===== src/rtl/audio_addr_pkg.sv =====
// Shared scan codes, command and play-state types for the flash audio address generator.
// Feature macro used elsewhere: AUDIO_ADDR_STOP_AT_END_EN.
package audio_addr_pkg;

  localparam logic [7:0] KEY_E = 8'h24;
  localparam logic [7:0] KEY_D = 8'h23;
  localparam logic [7:0] KEY_F = 8'h2B;
  localparam logic [7:0] KEY_B = 8'h32;
  localparam logic [7:0] KEY_R = 8'h2D;

  typedef enum logic [2:0] {
    CMD_NONE,
    CMD_PLAY,
    CMD_PAUSE,
    CMD_FWD,
    CMD_BACK,
    CMD_RESTART
  } cmd_t;

  typedef enum logic {
    ST_PAUSE,
    ST_PLAY
  } play_st_t;

endpackage


===== src/rtl/doublesync.sv =====
// Two-flop synchroniser for a bundle of independent level signals.
module doublesync #(
  parameter int W = 1
) (
  input  logic         clk,
  input  logic         reset,
  input  logic [W-1:0] d_i,
  output logic [W-1:0] q_o
);

  logic [W-1:0] s1_q;
  logic [W-1:0] s2_q;

  always_ff @(posedge clk or posedge reset) begin
    if (reset) begin
      s1_q <= '0;
      s2_q <= '0;
    end else begin
      s1_q <= d_i;
      s2_q <= s1_q;
    end
  end

  assign q_o = s2_q;

endmodule


===== src/rtl/key_cmd_decode.sv =====
// Matches keyboard scan codes, synchronises each match and emits a one-cycle command.
module key_cmd_decode
  import audio_addr_pkg::*;
(
  input  logic       clk,
  input  logic       reset,
  input  logic [7:0] keyboard_in,
  input  logic       key_data_ready,
  output cmd_t       cmd_o
);

  logic [4:0] match;
  logic [4:0] sync;
  logic [4:0] prev_q;
  logic [4:0] rise;

  assign match = {5{key_data_ready}} & {
    keyboard_in == KEY_R,
    keyboard_in == KEY_B,
    keyboard_in == KEY_F,
    keyboard_in == KEY_D,
    keyboard_in == KEY_E
  };

  doublesync #(.W(5)) u_sync (
    .clk   (clk),
    .reset (reset),
    .d_i   (match),
    .q_o   (sync)
  );

  always_ff @(posedge clk or posedge reset) begin
    if (reset) prev_q <= '0;
    else       prev_q <= sync;
  end

  // A held strobe stays high in sync; only its first cycle counts.
  assign rise = sync & ~prev_q;

  always_comb begin
    cmd_o = CMD_NONE;
    unique case (1'b1)
      rise[0]: cmd_o = CMD_PLAY;
      rise[1]: cmd_o = CMD_PAUSE;
      rise[2]: cmd_o = CMD_FWD;
      rise[3]: cmd_o = CMD_BACK;
      rise[4]: cmd_o = CMD_RESTART;
      default: cmd_o = CMD_NONE;
    endcase
  end

endmodule


===== src/rtl/audio_addr_gen.sv =====
// Flash word-address / sub-sample generator with play, pause, direction, restart.
// Optional AUDIO_ADDR_STOP_AT_END_EN stops playback at the region end instead of wrapping.
module audio_addr_gen
  import audio_addr_pkg::*;
#(
  parameter int                ADDR_W   = 23,
  parameter logic [ADDR_W-1:0] MIN_ADDR = '0,
  parameter logic [ADDR_W-1:0] MAX_ADDR = 'h7FFFF,
  parameter int                SUB_W    = 1
) (
  input  logic              clk,
  input  logic              reset,
  input  logic              start,
  input  logic [7:0]        keyboard_in,
  input  logic              key_data_ready,
  output logic [ADDR_W-1:0] addr,
  output logic [SUB_W-1:0]  sub_idx,
  output logic              fetch,
  output logic              finish,
  output logic              playing,
  output logic              back_mode
);

  localparam logic [SUB_W-1:0] SUB_MAX = {SUB_W{1'b1}};

  cmd_t              cmd;
  play_st_t          st_q, st_d;
  logic [ADDR_W-1:0] addr_q, addr_d;
  logic [SUB_W-1:0]  sub_q, sub_d;
  logic              back_q, back_d;
  logic              fetch_q, fetch_d;
  logic              finish_q;
  logic              step;
  logic              hold_end;

  key_cmd_decode u_dec (
    .clk            (clk),
    .reset          (reset),
    .keyboard_in    (keyboard_in),
    .key_data_ready (key_data_ready),
    .cmd_o          (cmd)
  );

  assign step = start && (st_q == ST_PLAY) &&
                (cmd != CMD_PAUSE) && (cmd != CMD_RESTART);

`ifdef AUDIO_ADDR_STOP_AT_END_EN
  assign hold_end = back_q ?
    ((addr_q == MIN_ADDR) && (sub_q == '0)) :
    ((addr_q == MAX_ADDR) && (sub_q == SUB_MAX));
`else
  assign hold_end = 1'b0;
`endif

  always_comb begin
    st_d    = st_q;
    addr_d  = addr_q;
    sub_d   = sub_q;
    back_d  = back_q;
    fetch_d = 1'b0;
    unique case (cmd)
      CMD_PLAY:  st_d   = ST_PLAY;
      CMD_PAUSE: st_d   = ST_PAUSE;
      CMD_FWD:   back_d = 1'b0;
      CMD_BACK:  back_d = 1'b1;
      CMD_RESTART: begin
        addr_d  = back_q ? MAX_ADDR : MIN_ADDR;
        sub_d   = back_q ? SUB_MAX : '0;
        fetch_d = 1'b1;
      end
      default: ;
    endcase
    if (step && hold_end) begin
      st_d = ST_PAUSE;
    end else if (step && !back_q) begin
      sub_d = sub_q + SUB_W'(1);
      if (sub_q == SUB_MAX) begin
        fetch_d = 1'b1;
        addr_d  = (addr_q == MAX_ADDR) ? MIN_ADDR
                                       : addr_q + ADDR_W'(1);
      end
    end else if (step) begin
      sub_d = sub_q - SUB_W'(1);
      if (sub_q == '0) begin
        fetch_d = 1'b1;
        addr_d  = (addr_q == MIN_ADDR) ? MAX_ADDR
                                       : addr_q - ADDR_W'(1);
      end
    end
  end

  always_ff @(posedge clk or posedge reset) begin
    if (reset) begin
      st_q     <= ST_PAUSE;
      addr_q   <= MIN_ADDR;
      sub_q    <= '0;
      back_q   <= 1'b0;
      fetch_q  <= 1'b0;
      finish_q <= 1'b0;
    end else begin
      st_q     <= st_d;
      addr_q   <= addr_d;
      sub_q    <= sub_d;
      back_q   <= back_d;
      fetch_q  <= fetch_d;
      finish_q <= start;
    end
  end

  assign addr      = addr_q;
  assign sub_idx   = sub_q;
  assign fetch     = fetch_q;
  assign finish    = finish_q;
  assign playing   = (st_q == ST_PLAY);
  assign back_mode = back_q;

endmodule

===== config.mk =====
export PLATFORM = sky130hd
export DESIGN_NAME = audio_addr_gen
export DESIGN_NICKNAME = d
export VERILOG_FILES = /design/src/rtl/audio_addr_pkg.sv /design/src/rtl/doublesync.sv /design/src/rtl/key_cmd_decode.sv /design/src/rtl/audio_addr_gen.sv
export SDC_FILE = /design/constraint.sdc
export NUM_CORES = 1
export LEC_CHECK = 0
export ABC_AREA = 1
export CAP_MARGIN = 20
export CELL_PAD_IN_SITES_DETAIL_PLACEMENT = 1
export CELL_PAD_IN_SITES_GLOBAL_PLACEMENT = 1
export CORE_ASPECT_RATIO = 2
export CORE_MARGIN = 4
export CORE_UTILIZATION = 40
export CTS_CLUSTER_DIAMETER = 40
export DETAILED_ROUTE_END_ITERATION = 12
export GPL_TIMING_DRIVEN = 0
export HOLD_SLACK_MARGIN = 0.02
export PLACE_DENSITY_LB_ADDON = 0.05
export SLEW_MARGIN = 20
export SYNTH_ARGS = -nofsm -noshare
export SYNTH_HDL_FRONTEND = slang
export SYNTH_HIERARCHICAL = 1
export SYNTH_SLANG_ARGS = --single-unit

===== constraint.sdc =====
create_clock -name clk -period 5.45 [get_ports clk]
set_input_delay 1.09 -clock clk [delete_from_list [all_inputs] [get_ports clk]]
set_output_delay 1.09 -clock clk [all_outputs]
set_load 0.02 [all_outputs]

==> results.sh <==
export IMPL_netlist_instances=542
export IMPL_power_w=0.002113
export IMPL_synth_avg_cell_area_sq_um=6.420
export IMPL_max_slew_worst_pin_slew_ps=916.7
export IMPL_worst_skew_late_latency_ps=300
export IMPL_timing_final_hold_violations=0
export IMPL_total_grt_overflow=0
export IMPL_min_delay_path_class="reg2reg"
export IMPL_cp_common_cell="nand2_1"
export IMPL_dp_hpwl_mm=10.67
export IMPL_hold_endpoint="u_dec/u_sync/q_o[0]"
export IMPL_netlist_area_sq_um=3480
export IMPL_synthesized_netlist_net_count=557
export IMPL_cell_with_the_largest_stage_delay_on_the_worst_path="clkdlybuf4s50_1"
export IMPL_dr_pass1_iters=4
export IMPL_cts_setup_buffers=0
export IMPL_dp_cells=679
export IMPL_clkPwrFrac_pct=15.4
export IMPL_row_count=47
export IMPL_power_sequential_fraction_pct=26.4
export IMPL_critPathKind="in2reg"
export IMPL_power_leakage_nw=1.875
export IMPL_die_height_um=139.9
export IMPL_startpoint_type="input port"
export IMPL_ir_drop_mv=0.2434
export IMPL_p_switching_w=0.001073
export IMPL_port_buffer_count=39
export IMPL_clock_sink_count=43
export IMPL_period_needed_ps=2696
export IMPL_cts_buffers=5
export IMPL_antenna_diode_count=0
export IMPL_outcome="finished, final reports clean"
export IMPL_grt_start_max_net_pins=29
export IMPL_final_nets=603
export IMPL_post_route_period_util_pct=49.48
export IMPL_setup_total_negative_slack_ps=0
export IMPL_global_route_track_usage_on_met2_pct=49.58
export IMPL_number_of_hold_buffers_added_after_cts=0
export IMPL_met3_usage_pct=3.587
export IMPL_post_layout_nonfiller_instances=687
export IMPL_tritoncts="built"
export IMPL_min_delay_startpoint="u_dec/u_sync/s1_q[0]"
export IMPL_final_antenna_net_count=0
export IMPL_endpoint_kind="flop"
export IMPL_global_route_usage_total_pct=27.50
export IMPL_die_x_um=73.95
export IMPL_remaining_drc_errors=0
export IMPL_ys_seq_elements=43
export IMPL_rsz0062_at_grt="false"
export IMPL_max_clock_path_buffers=2
export IMPL_r2r_slack_ps=3200
export IMPL_critPathMaxFanout=10
export IMPL_worst_endpoint_required_time_ps=5700
export IMPL_core_area_sq_um=8409
export IMPL_clock_root_buffer="clkbuf_16"
export IMPL_crit_path_max_incr_delay_ps=470
export IMPL_first_pass_grt_wire_length_mm=21.26
export IMPL_synth_cell_type_count=37
export IMPL_endpoint_of_the_worst_register_to_register_path="addr[20]"
export IMPL_hold_path_cell_count=0
export IMPL_drv_slew=0
export IMPL_fp_dieArea_sq_um=10350
export IMPL_route_final_wire_length_mm=13.42
export IMPL_pwr_share_comb_pct=58.2
export IMPL_clock_skew_final_ps=5.335
export IMPL_critPathArrivalTime_ps=2940
export IMPL_total_of_max_cap_violations=0
export IMPL_post_cts_resize_count=0
export IMPL_setup_viol=0
export IMPL_post_drt_wl_per_cell_um=19.54
export IMPL_max_slew_margin_rel_pct=38.42
export IMPL_floorplan_io_pins=40
export IMPL_internal_power_w=0.001041
export IMPL_first_global_vias=4086
export IMPL_achievable_frequency_ghz=0.3709
export IMPL_start_util_pct=41.38
export IMPL_gp_routability_congestion=0.9916
export IMPL_met1_usage_pct=28.07
export IMPL_post_route_cells_drive_above_1_share_pct=10.19
export IMPL_fraction_of_power_spent_switching_nets_pct=50.76
export IMPL_synthToLayoutAreaGrowth_pct=19.09
export IMPL_vias=3852
export IMPL_worst_r2r_startpoint="u_dec/u_sync/q_o[1]"
export IMPL_route_detailed_vias_per_inst=5.607
export IMPL_pwr_density_cell_nw_per_um2=510.0
export IMPL_cp_cell_sequence="clkdlybuf4s50_1 -> nand2_1 -> inv_1 -> nand4_4 -> clkinv_2 -> nand2_4 -> inv_2 -> buf_6 -> nand3_1 -> nand2_1 -> nand2_1 -> inv_1"
export IMPL_htreeDepth=2
export IMPL_detail_route_iter0_violations=155
export IMPL_synth_yosys_warnings=6
export IMPL_grt_antenna_before_repair=0
export IMPL_synth_yosys_seq_area_share_pct=30.92
export IMPL_r2r_cells=13
export IMPL_globalRoute_busiestLayer="met2"
export IMPL_clkSlewWorstSetupHoldPaths_ps=70
cells in the mapped netlist:
| master | instances | area share (%) |
|---|---|---|
| a31oi_1 | 9 | 1.6 |
| nand3_2 | 4 | 1.2 |
| o21ai_0 | 31 | 4.5 |
| buf_6 | 2 | 0.65 |
| inv_4 | 1 | 0.18 |
| o211ai_1 | 6 | 1.3 |
| a21boi_0 | 1 | 0.22 |
| nand2_1 | 153 | 17 |
| inv_1 | 55 | 5.9 |
| nand2_2 | 3 | 0.54 |
| nand2_4 | 2 | 0.65 |
| nand3b_1 | 3 | 0.65 |
| nand3_1 | 58 | 8.3 |
| nand4_1 | 5 | 0.90 |
| buf_2 | 14 | 2.0 |
| a21oi_1 | 10 | 1.4 |
| nor2_1 | 77 | 8.3 |
| o22ai_1 | 2 | 0.36 |
| or2_2 | 1 | 0.18 |
| inv_2 | 7 | 0.76 |
| xnor2_1 | 2 | 0.50 |
| ha_1 | 3 | 1.1 |
| dfrtp_1 | 43 | 31 |
| nor2_4 | 4 | 1.3 |
| o31ai_1 | 1 | 0.22 |
| buf_4 | 1 | 0.22 |
| o21ai_1 | 5 | 0.72 |
| o21bai_1 | 1 | 0.22 |
| nand4_2 | 1 | 0.36 |
| nor3_1 | 5 | 0.72 |
| xor2_1 | 18 | 4.5 |
| clkinv_2 | 1 | 0.14 |
| nand4_4 | 1 | 0.61 |
| clkbuf_1 | 2 | 0.22 |
| or2_1 | 1 | 0.18 |
| nand3_4 | 1 | 0.50 |
| nor2_2 | 8 | 1.4 |
power by group through the flow:
stage / clock (W) / combinational, W / sequential (W)
after floorplan: 0 / 0.000688 / 0.000631
after global placement: 0 / 0.00120 / 0.000556
after detailed placement: 0 / 0.00123 / 0.000562
after CTS: 0.000330 / 0.00123 / 0.000557
after global routing: 0.000344 / 0.00136 / 0.000575
final: 0.000324 / 0.00123 / 0.000558
critical path: cells and delay by family:
family / cells / cell delay [ps]
buf+inv: 6 / 1120
simple gates: 6 / 710
kinds of logic (layout without fill, tap and decap cells):
logic type / Yosys count / in the layout / synth area share (%)
AND/OR/NAND/NOR: 327 / 327 / 42.32
buffers and inverters: 83 / 130 / 10.10
AO/OA/AOI/OAI: 66 / 66 / 10.54
flip-flops: 43 / 43 / 30.92
XOR/XNOR: 20 / 20 / 5.034
adder cells (fa/ha/maj): 3 / 3 / 1.079
cells in the final DEF (no fill, tap or decap), types with 4 or more instances in the layout:
cell type / instances
o211ai_1: 6
nor2_1: 77
nand2_1: 153
nor2_4: 4
o21ai_1: 5
nand4_1: 5
a21oi_1: 10
dfrtp_1: 43
xor2_1: 18
nand3_1: 58
o21ai_0: 31
inv_2: 8
nand3_2: 4
nor2_2: 8
clkbuf_16: 5
clkdlybuf4s50_1: 39
nor3_1: 5
buf_2: 14
a31oi_1: 9
inv_1: 54
sequential cells by signal, indices dropped and copies added, names as in the netlist:
register,cells
fetch,1
u_dec/u_sync/s1_q,5
addr,23
u_dec/u_sync/q_o,5
finish,1
back_mode,1
sub_idx,1
playing,1
u_dec/prev_q,5
per-stage QoR:
step | instance area [sq um] | util [%] | hold WS [ps] | setup slack, ps
global placement | 3993 | 47.48 | 338.2 | 2478
detailed placement | 3993 | 47.48 | 338.0 | 2437
global route | 4144 | 49.28 | 361.1 | 2649
CTS | 4144 | 49.28 | 357.3 | 2747
floorplan | 3480 | - | 331.2 | 3318
finish | 4144 | 49.28 | 354.6 | 2754
final cells by class:
class / instances / area, sq um
fillers: 1138 / 4265
multi-input cells: 416 / 2052
flip-flops and latches: 43 / 1076
repair buffers: 39 / 390.4
inverters: 64 / 244.0
clock buffers: 5 / 125.1
well taps: 98 / 122.6
plain buffers: 19 / 107.6
clock inverters: 3 / 26.28
routing by layer:
layer / up-vias / part of all wire, %
li1: 1826 / -
met1: 1883 / 35
met2: 98 / 55
met3: 45 / 3.6
met4: 0 / 7.0
met5: - / 0
worst max path at each step:
stage / startpoint / slack, ps / cells past startpoint / to
after floorplan: start / 3320 / 10 / addr[12]
after global placement: start / 2480 / 12 / addr[20]
after detailed placement: start / 2440 / 12 / addr[20]
after CTS: start / 2750 / 12 / addr[20]
after global routing: start / 2650 / 11 / addr[7]
final: start / 2750 / 12 / addr[20]
Power figures use the tool's default switching activity.
